==> src/rtl/uart_tx_fifo.sv <==
`default_nettype none
// ============================================================================
//  Module   : uart_tx_fifo
//  Brief    : Byte FIFO draining into a UART transmitter via latch/busy handshake
//  Revision : 1.0 - initial release
// ============================================================================
module uart_tx_fifo #(
    parameter int DEPTH        = 16,
    parameter int ADDR_W       = 4,
    parameter int BUSY_TIMEOUT = 4
) (
    input  logic              clk,
    input  logic              rst,
    input  logic [7:0]        wr_data,
    input  logic              wr_en,
    output logic              full,
    output logic              empty,
    output logic [ADDR_W:0]   count,
    output logic              overflow,
    input  logic              clear_overflow,
    output logic [7:0]        tx_data,
    output logic              tx_latch,
    input  logic              tx_busy
);

    localparam int                 c_tmo_w    = (BUSY_TIMEOUT > 1) ? $clog2(BUSY_TIMEOUT) : 1;
    localparam logic [ADDR_W:0]    c_depth    = (ADDR_W+1)'(DEPTH);
    localparam logic [c_tmo_w-1:0] c_tmo_last = c_tmo_w'(BUSY_TIMEOUT - 1);

    typedef enum logic [1:0] {
        S_IDLE      = 2'd0,
        S_WAIT_BUSY = 2'd1,
        S_WAIT_DONE = 2'd2
    } state_t;

    logic [7:0]         r_mem [DEPTH];
    logic [ADDR_W-1:0]  r_wr_ptr;
    logic [ADDR_W-1:0]  r_rd_ptr;
    logic [ADDR_W:0]    r_count;
    logic               r_overflow;
    state_t             r_state;
    logic [c_tmo_w-1:0] r_tmo;
    logic [7:0]         r_tx_data;
    logic               r_tx_latch;

    logic               w_push;
    logic               w_drop;
    logic               w_pop;

    assign full     = (r_count == c_depth);
    assign empty    = (r_count == '0);
    assign count    = r_count;
    assign overflow = r_overflow;
    assign tx_data  = r_tx_data;
    assign tx_latch = r_tx_latch;

    assign w_push = wr_en && !full;
    assign w_drop = wr_en && full;
    // Pop only from IDLE on registered empty, so an empty FIFO is never read.
    assign w_pop  = (r_state == S_IDLE) && !empty && !tx_busy;

    always_ff @(posedge clk) begin
        if (!rst && w_push) begin
            r_mem[r_wr_ptr] <= wr_data;
        end
    end

    always_ff @(posedge clk) begin
        if (rst) begin
            r_wr_ptr   <= '0;
            r_rd_ptr   <= '0;
            r_count    <= '0;
            r_overflow <= 1'b0;
        end else begin
            if (w_push) begin
                r_wr_ptr <= r_wr_ptr + ADDR_W'(1);
            end
            if (w_pop) begin
                r_rd_ptr <= r_rd_ptr + ADDR_W'(1);
            end
            case ({w_push, w_pop})
                2'b10:   r_count <= r_count + (ADDR_W+1)'(1);
                2'b01:   r_count <= r_count - (ADDR_W+1)'(1);
                default: r_count <= r_count;
            endcase
            // A dropped push outranks a simultaneous clear.
            if (w_drop) begin
                r_overflow <= 1'b1;
            end else if (clear_overflow) begin
                r_overflow <= 1'b0;
            end
        end
    end

    always_ff @(posedge clk) begin
        if (rst) begin
            r_state    <= S_IDLE;
            r_tmo      <= '0;
            r_tx_data  <= 8'h00;
            r_tx_latch <= 1'b0;
        end else begin
            r_tx_latch <= 1'b0;
            case (r_state)
                S_IDLE: begin
                    if (w_pop) begin
                        r_tx_data  <= r_mem[r_rd_ptr];
                        r_tx_latch <= 1'b1;
                        r_tmo      <= '0;
                        r_state    <= S_WAIT_BUSY;
                    end
                end
                S_WAIT_BUSY: begin
                    // If busy never rises the latch is treated as lost; no resend.
                    if (tx_busy) begin
                        r_state <= S_WAIT_DONE;
                    end else if (r_tmo == c_tmo_last) begin
                        r_state <= S_IDLE;
                    end else begin
                        r_tmo <= r_tmo + c_tmo_w'(1);
                    end
                end
                S_WAIT_DONE: begin
                    if (!tx_busy) begin
                        r_state <= S_IDLE;
                    end
                end
                default: r_state <= S_IDLE;
            endcase
        end
    end

endmodule
`default_nettype wire

==> config.mk <==
export PLATFORM = sky130hd
export DESIGN_NAME = uart_tx_fifo
export DESIGN_NICKNAME = d
export VERILOG_FILES = /design/src/rtl/uart_tx_fifo.sv
export SDC_FILE = /design/constraint.sdc
export NUM_CORES = 1
export LEC_CHECK = 0
export CAP_MARGIN = 20
export CORE_MARGIN = 1
export CORE_UTILIZATION = 60
export CTS_CLUSTER_SIZE = 24
export DETAILED_ROUTE_END_ITERATION = 10
export PLACE_DENSITY = 0.8
export SLEW_MARGIN = 25
export SYNTH_ARGS = -nofsm -noshare
export SYNTH_HDL_FRONTEND = slang
export SYNTH_SLANG_ARGS = --single-unit
==> constraint.sdc <==
create_clock -name clk -period 8 [get_ports clk]
set_input_delay 1.2 -clock clk [delete_from_list [all_inputs] [get_ports clk]]
set_output_delay 1.2 -clock clk [all_outputs]
set_load 0.02 [all_outputs]
# Word-level counts from Yosys, hierarchy flattened
# Memory sizes are Yosys's and may differ from the RTL's. A register that Yosys moved wholly into a read port is not among the register bits.
# Cells that the tools add are included.
# totals
latch_bits,0
output_inout_bits,17
mem_count,1
rom_bits,0
input_bits,13
ram_bits,128
elab_cells,58
ff_bits,19
# classes
n_mul,0
mux,15
reduce_logical,18
order_cmp,0
div,0
n_addsub,5
n_shift,0
n_eq_ne,11
bitwise,1
# memory_table
name,depth,width,read_ports,rd_clocked_by_memory_dff,write_ports,line_no,source
r_mem,16,8,1,1,1,36,logic [7:0] r_mem [DEPTH];
# ops
cell,n
$mux 2,7
$pmux 5 s2,1
$add 4x1->4 const B,2
$ne 2x2->1 const B,4
$eq 2x2->1 const B,3
$pmux 2 s3,1
$reduce_bool 2->1,3
$add 5x1->5 const B,1
$eq 5x5->1 const B,1
$logic_and 1x1->1,5
$logic_not 5->1,1
$mux 1,5
$sub 5x1->5 const B,1
$eq 2x1->1 const B,2
$logic_not 1->1,4
$pmux 2 s2,1
$reduce_and 4->1,1
$ne 3x3->1 const B,1
$reduce_and 3->1,1
$add 2x1->2 const B,1
$logic_not 2->1,1
$reduce_and 2->1,1
$reduce_or 2->1,1
$not 1->1,1

# Logic depth before layout (Yosys ltp)
# depth
ltp_word,6
mapped_depth,14
mapped_depth_nobuf,13

# Worst setup path before layout
# No wires, ideal clock.
# synth_path
kind,input to register
startpoint,input tx_busy
endpoint,"register r_count[4], in the netlist count[4]"
t_required_ns,7.879
path_buffers,1
t_arrival_ns,3.488
path_slack_ns,4.391
cell_stages,11
setup_time_ns,0.121
path_cell_list,or4_4 inv_2 buf_6 ha_1 inv_1 fa_1 nor2b_1 o21ai_0 nand3_1 or3b_1 mux2_2
# synth_via
elab_chain_len,4
elab_cells_between_ends,6
classes_between,eq/ne: 2; mux: 1; reduce/logical: 3
# synth_rtl
element,line_no,source
from (decl),23,input logic tx_busy
$logic_not 1->1 (*),--,
$logic_and 1x1->1 (*),60,assign w_pop = (r_state == S_IDLE) && !empty && !tx_busy;
named net w_pop,48,logic w_pop;
$eq 2x1->1 / $eq 2x2->1 (equally long branches),81,"case ({w_push, w_pop})"
$pmux 5 s2 / $reduce_bool 2->1 (equally long branches),--,
to (signal assigned),82,2'b10: r_count <= r_count + (ADDR_W+1)'(1);
to (signal assigned),83,2'b01: r_count <= r_count - (ADDR_W+1)'(1);
to (signal assigned),84,default: r_count <= r_count;
to (decl),39,logic [ADDR_W:0] r_count;
# Mark *: on every way through the listed nets, which the timed path passes. The rest lies on a longest branch.
# A chain may end at the register's enable or synchronous reset.

# Worst setup path in the final report
# layout_path
startpoint,input tx_busy
endpoint,"register r_count[4], in the netlist count[4]"
# layout_via
elab_chain_len,4
elab_cells_between_ends,6
classes_between,eq/ne: 2; mux: 1; reduce/logical: 3
# layout_rtl
element,line_no
$logic_not 1->1 (*),--
$logic_and 1x1->1 (*),60
$eq 2x1->1 / $eq 2x2->1 (equally long branches),81
$pmux 5 s2 / $reduce_bool 2->1 (equally long branches),--
# Mark *: on every way between the ends. The rest lies on a longest branch, timed or not.

==> results.md <==
Clock tree:
- The CTS sink count is 155.
- The root buffer cell chosen for the clock tree is sky130_fd_sc_hd__clkbuf_8.
- The number of post-CTS setup repair buffers is 0.
- The clock latency at the later pin of the worst-skew pair is 0.52 ns.
- The TritonCTS buffer count is 17.
- The post-cts sizing count is 0.
- In this run the deepest clock path goes through 2 buffers.
- The clock slew at the register clock pins of the worst setup and hold paths is 0.06 ns.
- CTS built an H-tree with a depth of 4.
- The hold buffer count at cts is 0.
- The TritonCTS clock tree is yes.

Power and ir drop:
- For this design the ratio of total power to cell area is 291 mW/mm².
- The peak supply drop is 0.195 mV.
- The leakage power is 2.24 nW.
- The completed layout was analyzed and its total power is 2.09 mW.

Floorplan:
- The die area is 0.0108 mm².
- The die is 104 µm wide.
- The site row count is 36.
- The core region area is 0.00991 mm².
- 30 I/O pins were placed.
- The starting density of the core is 62.9%.
- The chip height is 104 µm.

Synthesis:
- The net count of the mapped netlist is 435.
- Synthesis produced a netlist whose cell count is 411.
- Summing every instance area after synthesis gives 0.00623 mm².
- The flip-flop and latch count after synthesis is 155.
- The share of flip-flops with an asynchronous set or reset after synthesis is 0%.
- The post-synthesis area per instance is 15.2 µm².
- The most frequently used flop master after synthesis is sky130_fd_sc_hd__edfxtp_1.
- During synthesis, Yosys emitted a total of 0 warnings.
- The number of flops mapped to enable cells by yosys is 128.
- The unique cell type count in the Yosys netlist is 41.
- The sequential cell area fraction in the yosys report is 70.3%.

Placement:
- The count of buffers inserted at the top-level ports is 29.
- The half-perimeter wire length after placement is 7550 µm.
- The final weighted congestion in routability-driven placement is 0.825.
- The pre-CTS setup slack is 3.55 ns.
- Summing all placed instances gives a cell area of 0.00661 mm².

Run:
- Across the run, the number of max-cap violations was 0.

Setup path:
- The terminus of the critical flop-to-flop path is count[4].
- The largest driver fanout on the critical path is 21.
- The setup slack of the most critical reg-to-reg path is 4.53 ns.
- The startpoint identified for the worst register-to-register timing path is count[0].
- The setup path with the least slack is of type in -> reg.
- The critical path capture point type is a flop.
- Measured in cells, the most critical reg-to-reg path has a length of 13.
- The data arrival at the endpoint of the critical path is 4.37 ns.
- The launching element type of the critical path is an input port.
- The data required time of the worst path is 8.41 ns.

Timing:
- The sum of negative setup slack is 0 ns.
- The maximum operating frequency is 252 MHz.
- The final critical-path setup slack is 4.04 ns.
- Headroom to the max-slew limit came out at 46.6%.
- Setup violations remaining at the end of the flow were counted as 0.
- The ratio of final minimum period to clock period is 49.5%.
- The minimum period implied by the final worst setup slack is 3.96 ns.
- Setup repair after global routing left no endpoint under its margin.
- The number of pins with negative max-slew slack in the final report came to 0.
- The clock arrives with 0.00604 ns of skew.
- The slew at the pin closest to its max-slew limit is 0.798 ns.
- The count of endpoints failing hold in the final timing report is 0.

Final layout:
- The final core area utilization is 72.4%.
- The most common cell after layout, fill and taps aside is sky130_fd_sc_hd__edfxtp_1.
- The signed area change from the synthesized netlist to the final layout is 15.1%.
- The final layout net count is 467.
- Leaving out fill and tap cells, the most frequent cells in the layout are sky130_fd_sc_hd__edfxtp_1, sky130_fd_sc_hd__mux2i_1, sky130_fd_sc_hd__nor2_1.
- The cell area after layout is 0.00718 mm².
- The number of inserted diodes is 0.
- Of the cells placed in the final design, the portion with a size suffix greater than 1 is 11.0%.

Global route:
- Global routing finished with a remaining overflow of 0.
- The initial antenna violation count is 0.
- The number of global-route vias before repair came to 3,503.
- The aggregate global-route resource usage is 23.6%.
- Entering global routing, the biggest net connects 65 pins.
- The first global-routing pass estimated 19,000 µm of wire.

Detailed routing:
- Summed over all nets, wire length on met2 after detailed routing comes to 5940 µm.
- The routed design uses 633 µm of met3 wire.
- The number of routed nets with antenna violations is 0.
- After detailed routing, the total wire length is 11,900 µm.
- The DRC violation count after routing is 0.
- Using the TritonRoute via totals, the vias-per-cell ratio works out to 5.87.
- For this block, wires on met1 add up to 5180 µm.
- The count of routing violations after the opening detailed-route iteration is 241.
- For this block, the via count after detailed routing is 3,458.
- The per-cell routed wire length is 20.3 µm.
- The detailed-router iteration count before antenna repair is 4.
- Signal routing reaches up to met4.

Min path:
- The min-delay analysis places its worst path in the category reg -> reg.
- The capture endpoint of the worst hold path is r_tmo[1].
- The critical hold path startpoint is r_tmo[1].
- Counting instances, the worst hold path has a depth of 2.

Outcome:
- The flow ran to the end, and the final reports show no timing, DRC or antenna violations.
-- logic make-up after synthesis --
group,count (synthesis),share of synthesized area (%)
AO/OA/AOI/OAI,53,6.00
XOR/XNOR,9,1.26
adder cells (fa/ha/maj),11,2.33
buffers and inverters,28,2.11
flip-flops,155,70.3
multiplexers,64,10.7
AND/OR/NAND/NOR,91,7.29
-- cell usage after synthesis (2+ instances only) --
cell / n / share of area (%)
sky130_fd_sc_hd__xor2_1: 5 / 0.70
sky130_fd_sc_hd__clkbuf_1: 5 / 0.30
sky130_fd_sc_hd__inv_2: 2 / 0.12
sky130_fd_sc_hd__dfxtp_1: 27 / 8.7
sky130_fd_sc_hd__inv_1: 8 / 0.48
sky130_fd_sc_hd__mux2i_1: 61 / 9.8
sky130_fd_sc_hd__mux4_2: 2 / 0.72
sky130_fd_sc_hd__edfxtp_1: 128 / 62
sky130_fd_sc_hd__nand3_1: 2 / 0.16
sky130_fd_sc_hd__ha_1: 10 / 2.0
sky130_fd_sc_hd__nand2_1: 13 / 0.78
sky130_fd_sc_hd__nor2b_1: 3 / 0.30
sky130_fd_sc_hd__o22ai_1: 30 / 3.0
sky130_fd_sc_hd__nand4_1: 2 / 0.20
sky130_fd_sc_hd__nor3_1: 2 / 0.16
sky130_fd_sc_hd__buf_6: 2 / 0.36
sky130_fd_sc_hd__buf_2: 9 / 0.72
sky130_fd_sc_hd__nor4_1: 7 / 0.70
sky130_fd_sc_hd__nor2_1: 44 / 2.6
sky130_fd_sc_hd__o21ai_0: 3 / 0.24
sky130_fd_sc_hd__a21oi_1: 9 / 0.72
sky130_fd_sc_hd__nand3b_1: 5 / 0.60
sky130_fd_sc_hd__or3_1: 2 / 0.20
sky130_fd_sc_hd__buf_1: 2 / 0.12
sky130_fd_sc_hd__or3b_1: 2 / 0.28
sky130_fd_sc_hd__xnor2_1: 4 / 0.56
sky130_fd_sc_hd__a211oi_2: 8 / 1.6
-- how the worst max path moves through the flow --
stage | startpoint | end | depth (start not counted)
finish | tx_busy | count[4] | 11
global route | tx_busy | count[4] | 11
CTS | tx_busy | count[4] | 11
detailed placement | tx_busy | count[4] | 11
global placement | tx_busy | count[4] | 11
floorplan | tx_busy | count[4] | 11
-- area by class of cell --
type / count / area (µm²)
Clock inverter: 14 / 121
Multi-Input combinational cell: 228 / 1720
Tap cell: 133 / 166
Sequential cell: 155 / 4390
Clock buffer: 18 / 418
Fill cell: 632 / 2730
Inverter: 10 / 37.5
Timing Repair Buffer: 31 / 325
-- layer usage --
metal  global-route usage (%)  vias up
met1                     31.9     1697
met3                     5.45       18
met2                     38.0      104
met5                        0        -
met4                     8.27        0
li1                         -     1639
-- critical path, stage by stage --
cell                              delay, ns
sky130_fd_sc_hd__clkdlybuf4s50_1       0.43
sky130_fd_sc_hd__or4_4                 0.51
sky130_fd_sc_hd__inv_2                 0.37
sky130_fd_sc_hd__ha_1                  0.33
sky130_fd_sc_hd__inv_1                 0.11
sky130_fd_sc_hd__fa_1                  0.38
sky130_fd_sc_hd__nor2b_1               0.16
sky130_fd_sc_hd__o21ai_0               0.15
sky130_fd_sc_hd__nand3_1               0.11
sky130_fd_sc_hd__or3b_1                0.35
sky130_fd_sc_hd__mux2_2                0.27
-- through the flow --
stage / instances / hold WS, ns
2_1_floorplan: 411 / 0.436
3_3_place_gp: 556 / 0.444
5_1_grt: 589 / 0.481
4_1_cts: 588 / 0.462
6_report: 589 / 0.461
3_5_place_dp: 556 / 0.454
-- where the power goes --
part	internal, mW	switching, mW
combinational	0.163	0.228
clock	0.413	0.316
sequential	0.921	0.0476
-- flip-flops by register name (all words and copies together) (netlist names) --
signal	count
tx_latch	1
overflow	1
count	5
r_tmo	2
r_mem	128
tx_data	8
r_state	2
r_rd_ptr	4
r_wr_ptr	4
Note: power is estimated with default switching activity, not from simulation.
